### src/rtl/kbd_rx_ctrl_if.sv
// MIO-side register bus of the keyboard receiver: KBDR/KBSR access and interrupt request.
interface kbd_rx_ctrl_if;
    logic        kbdr_rd;
    logic        kbsr_wr;
    logic [15:0] d_in;
    logic [15:0] kbdr;
    logic [15:0] kbsr;
    logic        kbd_irq;

    modport master (output kbdr_rd, kbsr_wr, d_in, input kbdr, kbsr, kbd_irq);
    modport slave  (input kbdr_rd, kbsr_wr, d_in, output kbdr, kbsr, kbd_irq);
endinterface

### src/rtl/kbd_rx_ctrl.sv
// Keyboard 8N1 receiver feeding a small FIFO, exposed as KBDR/KBSR with a ready interrupt.
//   state | meaning
//   IDLE  | line idle, waiting for a low level on rxs
//   START | timing to mid start bit, rejecting glitches
//   DATA  | sampling 8 data bits LSB first, one per bit period
//   STOP  | timing to mid stop bit, then push byte or flag framing error
module kbd_rx_ctrl #(
    parameter int CLKS_PER_BIT = 16,
    parameter int FIFO_DEPTH   = 4
) (
    input  logic         clk,
    input  logic         rst_n,
    input  logic         rx,
    kbd_rx_ctrl_if.slave bus
);
    localparam int TW    = $clog2(CLKS_PER_BIT);
    localparam int PTR_W = $clog2(FIFO_DEPTH);
    localparam int CNT_W = $clog2(FIFO_DEPTH + 1);

    localparam logic [TW-1:0]    T_FULL = TW'(CLKS_PER_BIT - 1);
    localparam logic [TW-1:0]    T_HALF = TW'(CLKS_PER_BIT / 2 - 1);
    localparam logic [CNT_W-1:0] FULL   = CNT_W'(FIFO_DEPTH);

    localparam logic [1:0] S_IDLE  = 2'd0;
    localparam logic [1:0] S_START = 2'd1;
    localparam logic [1:0] S_DATA  = 2'd2;
    localparam logic [1:0] S_STOP  = 2'd3;

    logic             rx_meta, rxs;
    logic [1:0]       state;
    logic [TW-1:0]    tmr;
    logic [2:0]       bit_cnt;
    logic [7:0]       shreg;
    logic             tc, stop_smp, push, frame_bad;

    logic [7:0]       mem [FIFO_DEPTH];
    logic [PTR_W-1:0] wr_ptr, rd_ptr;
    logic [CNT_W-1:0] count;
    logic             not_empty, full, pop, push_ok, ovr_set;
    logic             ie, overrun, frame_err;

    always_ff @(posedge clk or negedge rst_n) begin
        if (!rst_n) begin
            rx_meta <= 1'b1;
            rxs     <= 1'b1;
        end else begin
            rx_meta <= rx;
            rxs     <= rx_meta;
        end
    end

    assign tc        = (tmr == '0);
    assign stop_smp  = (state == S_STOP) && tc;
    assign push      = stop_smp && rxs;
    assign frame_bad = stop_smp && !rxs;

    always_ff @(posedge clk or negedge rst_n) begin
        if (!rst_n) begin
            state   <= S_IDLE;
            tmr     <= '0;
            bit_cnt <= '0;
            shreg   <= '0;
        end else begin
            case (state)
                S_IDLE: begin
                    if (!rxs) begin
                        state <= S_START;
                        tmr   <= T_HALF;
                    end
                end
                S_START: begin
                    if (tc) begin
                        if (!rxs) begin
                            state   <= S_DATA;
                            tmr     <= T_FULL;
                            bit_cnt <= '0;
                        end else begin
                            state <= S_IDLE;
                        end
                    end else begin
                        tmr <= tmr - TW'(1);
                    end
                end
                S_DATA: begin
                    if (tc) begin
                        shreg   <= {rxs, shreg[7:1]};
                        tmr     <= T_FULL;
                        bit_cnt <= bit_cnt + 3'd1;
                        if (bit_cnt == 3'd7) state <= S_STOP;
                    end else begin
                        tmr <= tmr - TW'(1);
                    end
                end
                S_STOP: begin
                    if (tc) state <= S_IDLE;
                    else    tmr   <= tmr - TW'(1);
                end
                default: state <= S_IDLE;
            endcase
        end
    end

    // A pop in the same cycle frees a slot, so a push into a full FIFO is still accepted.
    assign not_empty = (count != '0);
    assign full      = (count == FULL);
    assign pop       = bus.kbdr_rd && not_empty;
    assign push_ok   = push && (!full || pop);
    assign ovr_set   = push && full && !pop;

    always_ff @(posedge clk) begin
        if (push_ok) mem[wr_ptr] <= shreg;
    end

    always_ff @(posedge clk or negedge rst_n) begin
        if (!rst_n) begin
            wr_ptr <= '0;
            rd_ptr <= '0;
            count  <= '0;
        end else begin
            if (push_ok) wr_ptr <= wr_ptr + PTR_W'(1);
            if (pop)     rd_ptr <= rd_ptr + PTR_W'(1);
            case ({push_ok, pop})
                2'b10:   count <= count + CNT_W'(1);
                2'b01:   count <= count - CNT_W'(1);
                default: count <= count;
            endcase
        end
    end

    // Flag set beats a same-cycle write-1-to-clear.
    always_ff @(posedge clk or negedge rst_n) begin
        if (!rst_n) begin
            ie        <= 1'b0;
            overrun   <= 1'b0;
            frame_err <= 1'b0;
        end else begin
            if (bus.kbsr_wr) ie <= bus.d_in[14];
            overrun   <= ovr_set   | (overrun   & ~(bus.kbsr_wr & bus.d_in[1]));
            frame_err <= frame_bad | (frame_err & ~(bus.kbsr_wr & bus.d_in[0]));
        end
    end

    assign bus.kbdr    = not_empty ? {8'h00, mem[rd_ptr]} : 16'h0000;
    assign bus.kbsr    = {not_empty, ie, 12'b0, overrun, frame_err};
    assign bus.kbd_irq = not_empty & ie;
endmodule

### src/flat_wrapper.sv
// flat-port wrapper written by rule: the top's interface ports become plain ports
module kbd_rx_ctrl_flat 
#(
    parameter int CLKS_PER_BIT = 16,
    parameter int FIFO_DEPTH   = 4
)
  (clk, rst_n, rx, bus_kbdr_rd, bus_kbsr_wr, bus_d_in, bus_kbdr, bus_kbsr, bus_kbd_irq);
  kbd_rx_ctrl_if bus_i ();
  input  logic clk;
  input  logic rst_n;
  input  logic rx;
  input wire logic [$bits(bus_i.kbdr_rd)-1:0] bus_kbdr_rd;
  input wire logic [$bits(bus_i.kbsr_wr)-1:0] bus_kbsr_wr;
  input wire logic [$bits(bus_i.d_in)-1:0] bus_d_in;
  output wire logic [$bits(bus_i.kbdr)-1:0] bus_kbdr;
  output wire logic [$bits(bus_i.kbsr)-1:0] bus_kbsr;
  output wire logic [$bits(bus_i.kbd_irq)-1:0] bus_kbd_irq;
  assign bus_i.kbdr_rd = bus_kbdr_rd;
  assign bus_i.kbsr_wr = bus_kbsr_wr;
  assign bus_i.d_in = bus_d_in;
  assign bus_kbdr = bus_i.kbdr;
  assign bus_kbsr = bus_i.kbsr;
  assign bus_kbd_irq = bus_i.kbd_irq;
  kbd_rx_ctrl #(.CLKS_PER_BIT(CLKS_PER_BIT), .FIFO_DEPTH(FIFO_DEPTH)) u_core (.clk(clk), .rst_n(rst_n), .rx(rx), .bus(bus_i));
endmodule
### config.mk
export PLATFORM = sky130hd
export DESIGN_NAME = kbd_rx_ctrl_flat
export DESIGN_NICKNAME = d
export VERILOG_FILES = /design/src/rtl/kbd_rx_ctrl_if.sv /design/src/rtl/kbd_rx_ctrl.sv /design/src/flat_wrapper.sv
export SDC_FILE = /design/constraint.sdc
export NUM_CORES = 1
export LEC_CHECK = 0
export ABC_CLOCK_PERIOD_IN_PS = 3800
export BUFFER_PORTS_ARGS = -buffer_cell sky130_fd_sc_hd__clkbuf_2
export CORE_ASPECT_RATIO = 1.25
export CORE_MARGIN = 2
export CORE_UTILIZATION = 40
export CTS_BUF_LIST = sky130_fd_sc_hd__clkbuf_2
export DETAILED_ROUTE_END_ITERATION = 8
export PLACE_DENSITY = 0.71
export SLEW_MARGIN = 40
export SYNTH_ARGS = -nofsm -noshare
export SYNTH_HDL_FRONTEND = slang
export SYNTH_SLANG_ARGS = --single-unit
### constraint.sdc
create_clock -name clk -period 3.8 [get_ports clk]
set_clock_uncertainty 0.2 [all_clocks]
set_input_delay 0.38 -clock clk [delete_from_list [all_inputs] [get_ports clk]]
set_output_delay 0.38 -clock clk [all_outputs]
set_load 0.005 [all_outputs]
==> run summary <==
The run gives 0.273 mV as the maximum vdd drop. The first global-routing pass estimated 7.14 mm of wire. The number of vias per cell works out to 4.81.

Setup repair after global routing left no endpoint under its margin. Data on the critical path arrives at its endpoint at 2.04 ns. In this run the static leakage power is 1.34 nW. CTS placed an instance of clkbuf_2 at the clock tree root. In this run, synthesis produced a sequential element count of 61.

The initial DRC count is 67. The total I/O pin count was 54. Dominant combinational cell family by area after synthesis: multiplexers. TritonCTS built the clock tree.

The tools report the max-capacitance violation count as 0. The number of global-route vias before repair was 1565. The most frequent standard cell in the layout excluding fill and tap cells was edfxtp_1. By area the synthesized netlist is led by edfxtp_1, dfrtp_1, buf_4, mux4_2, ha_1. The critical path is of the reg2out type. Of the total synthesized cell area, the portion taken by XOR and XNOR cells is 1.80%. For this design the ratio of total power to cell area is 596 nW/µm².

The maximum cell stage delay along the critical path was 0.73 ns. For the number of pins with negative max-slew slack in the final report, the log shows 0. The tools report the remaining design rule violation count as 0. Grouping stages by cell kind, the critical path spends the most delay in flip-flops. In this run the core area contains 34 standard-cell rows. The count of endpoints failing hold in the final timing report is 0, and the share of flip-flops with an asynchronous set or reset is 47.5%.

The die is 99.5 µm tall. In this run, synthesis inferred 32 flip-flops with an integrated enable. The count of yosys warnings during synthesis is 0.

Most common flop cell mapped by yosys: edfxtp_1. Compound-gate portion of the synthesized area: 6.56%. Walking the worst path, the cells encountered are mux4_2 -> and2_1 -> clkbuf_2.

In the final layout, the share of cells above drive strength 1 is 23.8%. The worst setup path is captured at a primary output. The share of the Yosys chip area taken by registers is 57.9%. In this run the mean area of a mapped cell was 14.2 µm².

For the layout net count, the log shows 271. Summed over all layers, the global routing overflow is 0. The cell with the largest stage delay on the worst path was dfrtp_1.

Leaving out fill and tap cells, the most frequent cells in the layout are edfxtp_1, clkbuf_2, dfrtp_1. For the number of antenna violations at the first check in global routing, the log shows 0. The final critical path takes up 68.9% of the cycle. The area overhead of the layout relative to synthesis is 8.88%, and the share of synthesized area spent on multiplexers is 10.9%.

The run finished with clean final reports. The data required time at the worst endpoint came out at 3.22 ns. Setup violations remaining at the end of the flow were counted as 0.

Once the clock tree was built, the resizer swapped 0 gates to a different size. The antenna diode count was 0; the clock latency on the worst-skew pair was 0.47 ns. The tools report the detailed-route via count as 1586. Yosys mapped the design onto 44 distinct sky130hd cell types. Cells fill 45.3% of the core in the end.

The number of buffer and inverter stages on the critical path came out at 1. Measured along the x axis, the die boundary spans 80.4 µm. For this run, the detailed router's first-pass iteration total came to 4. The maximum number of pins on one net before global-route repair is 30. Summed over all instances, the cell type with the most area after synthesis is edfxtp_1. The type of the worst min-delay path is in2reg. The post-route minimum period came out at 2.62 ns. The clock passes through at most 2 buffers.

For the pin with the worst max-slew slack, the measured transition is 0.663 ns. The mapped netlist covers 2920 µm². For this run, the top clock speed supported by timing is 0.382 GHz.

The synthesized netlist devotes 7.89% of its cell area to simple gates. Hold repair after CTS inserted 9 buffers. After floorplanning, the core was sized to cover 7020 µm². The tools report the number of sinks handled by clock tree synthesis as 61.

The final layout contains routed wiring with a total length of 4.34 mm. For this run, the total global-route usage over all layers was measured as 12.0%. In this run the remaining antenna-violating nets after routing total 0. The clock transition time at the flip-flop clock pins of the worst setup and hold paths was 0.15 ns; the post-CTS repair timing setup buffer count was 0. The tools report the power after layout as 1.89 mW. Summed over all nets, the half-perimeter wirelength after detailed placement is 2.98 mm. The H-tree was split into 3 levels.

The adder-cell share of the synthesized area was 6.26%; the largest fanout of any net on the critical path was 10. The worst pin sits at a relative slew slack of 55.8%. The tools report the startpoint type of the worst setup path as a register.

Number of buffer cells added on primary ports: 20. The cell count after synthesis came out at 206. The die covers 8000 µm². The final routed wire length divided by cell count is 13.1 µm. For this configuration, the core starts out at a cell density of 41.6%. The share of synthesized area in the top cell type comes to 32.9%.

Counting the buffers created by CTS gives 9. The setup TNS was 0 ns; the final estimated routing congestion in global placement was 0.818.
## per-stage QoR
step,cells,hold WS (ns),area (µm²),setup slack (ns)
after floorplan,225,-0.116,2990,1.51
after global placement,306,0.147,3000,1.30
after CTS,330,0.0661,3180,1.09
final,330,0.108,3180,1.18
after global routing,330,0.105,3180,0.953
after detailed placement,306,0.147,3000,1.20
## kinds of logic (layout without fill, tap and decap cells)
kind of cell / count (synthesis) / count (layout)
AO/OA/AOI/OAI: 25 / 25
XOR/XNOR: 6 / 6
adder cells (fa/ha/maj): 14 / 14
buffers and inverters: 41 / 56
flip-flops: 61 / 61
multiplexers: 20 / 20
other: 1 / 20
AND/OR/NAND/NOR: 38 / 38
## synth_stat cells, types with 4 or more instances
library cell  count
and2_1           15
buf_4            25
dfrtp_1          27
edfxtp_1         32
ha_1             13
inv_1            12
mux2_1            7
mux2_2            4
mux4_2            8
nand2_1           8
nor2_1            6
o21ai_0           6
## report_power, final
| part | internal, mW | switching, mW | leakage [nW] |
|---|---|---|---|
| clock network | 0.0874 | 0.234 | 0.0579 |
| registers | 0.790 | 0.129 | 0.655 |
| logic | 0.355 | 0.297 | 0.623 |
## cell type report
class / instances / area (µm²)
repair buffers: 29 / 190
well taps: 90 / 113
flip-flops and latches: 61 / 1690
fillers: 635 / 3840
inverters: 12 / 45.0
clock buffers: 10 / 50.0
clock inverters: 5 / 38.8
multi-input cells: 123 / 1050
## flip-flops by register name, indices dropped and copies added (netlist names), named ones only
| register | flops |
|---|---|
| u_core.bit_cnt | 3 |
| u_core.ie | 1 |
| u_core.frame_err | 1 |
| u_core.overrun | 1 |
| u_core.wr_ptr | 2 |
| u_core.mem | 32 |
| u_core.rxs | 1 |
| u_core.rx_meta | 1 |
| u_core.tmr | 4 |
| u_core.state | 1 |
| u_core.rd_ptr | 2 |
| u_core.count | 3 |
| u_core.shreg | 8 |
## layer usage
| metal | vias up | track usage [%] | part of all wire, % |
|---|---|---|---|
| li1 | 755 | - | - |
| met1 | 787 | 13.3 | 42 |
| met2 | 38 | 20.6 | 53 |
| met3 | 6 | 2.72 | 3.5 |
| met4 | 0 | 7.43 | 1.6 |
| met5 | - | 0 | 0 |
## tightest hold or removal path: cells and delay by family
family	cells	cell delay, ns
simple gates	1	0.18
buf+inv	1	0.10
xor+xnor	1	0.08
## worst paths after layout
| check | start | endpoint | slack [ns] | cells after the start |
|---|---|---|---|---|
| max | u_core.rd_ptr[0]$_DFFE_PN0P_ | bus_kbdr[7] | 1.18 | 3 |
| min reg2reg | u_core.rx_meta$_DFF_PN1_ | u_core.rxs$_DFF_PN1_ | 0.17 | 0 |
| max reg2reg | u_core.tmr[0]$_DFFE_PN0P_ | u_core.count[2]$_DFFE_PN0P_ | 1.19 | 12 |
| min in group asynchronous | rst_n | u_core.tmr[1]$_DFFE_PN0P_ | 0.24 | 2 |
| min | bus_kbdr_rd | u_core.rd_ptr[0]$_DFFE_PN0P_ | 0.11 | 3 |
| max in group asynchronous | rst_n | u_core.shreg[0]$_DFFE_PN0P_ | 2.70 | 2 |
No activity file was read; power rests on OpenSTA's default activity.
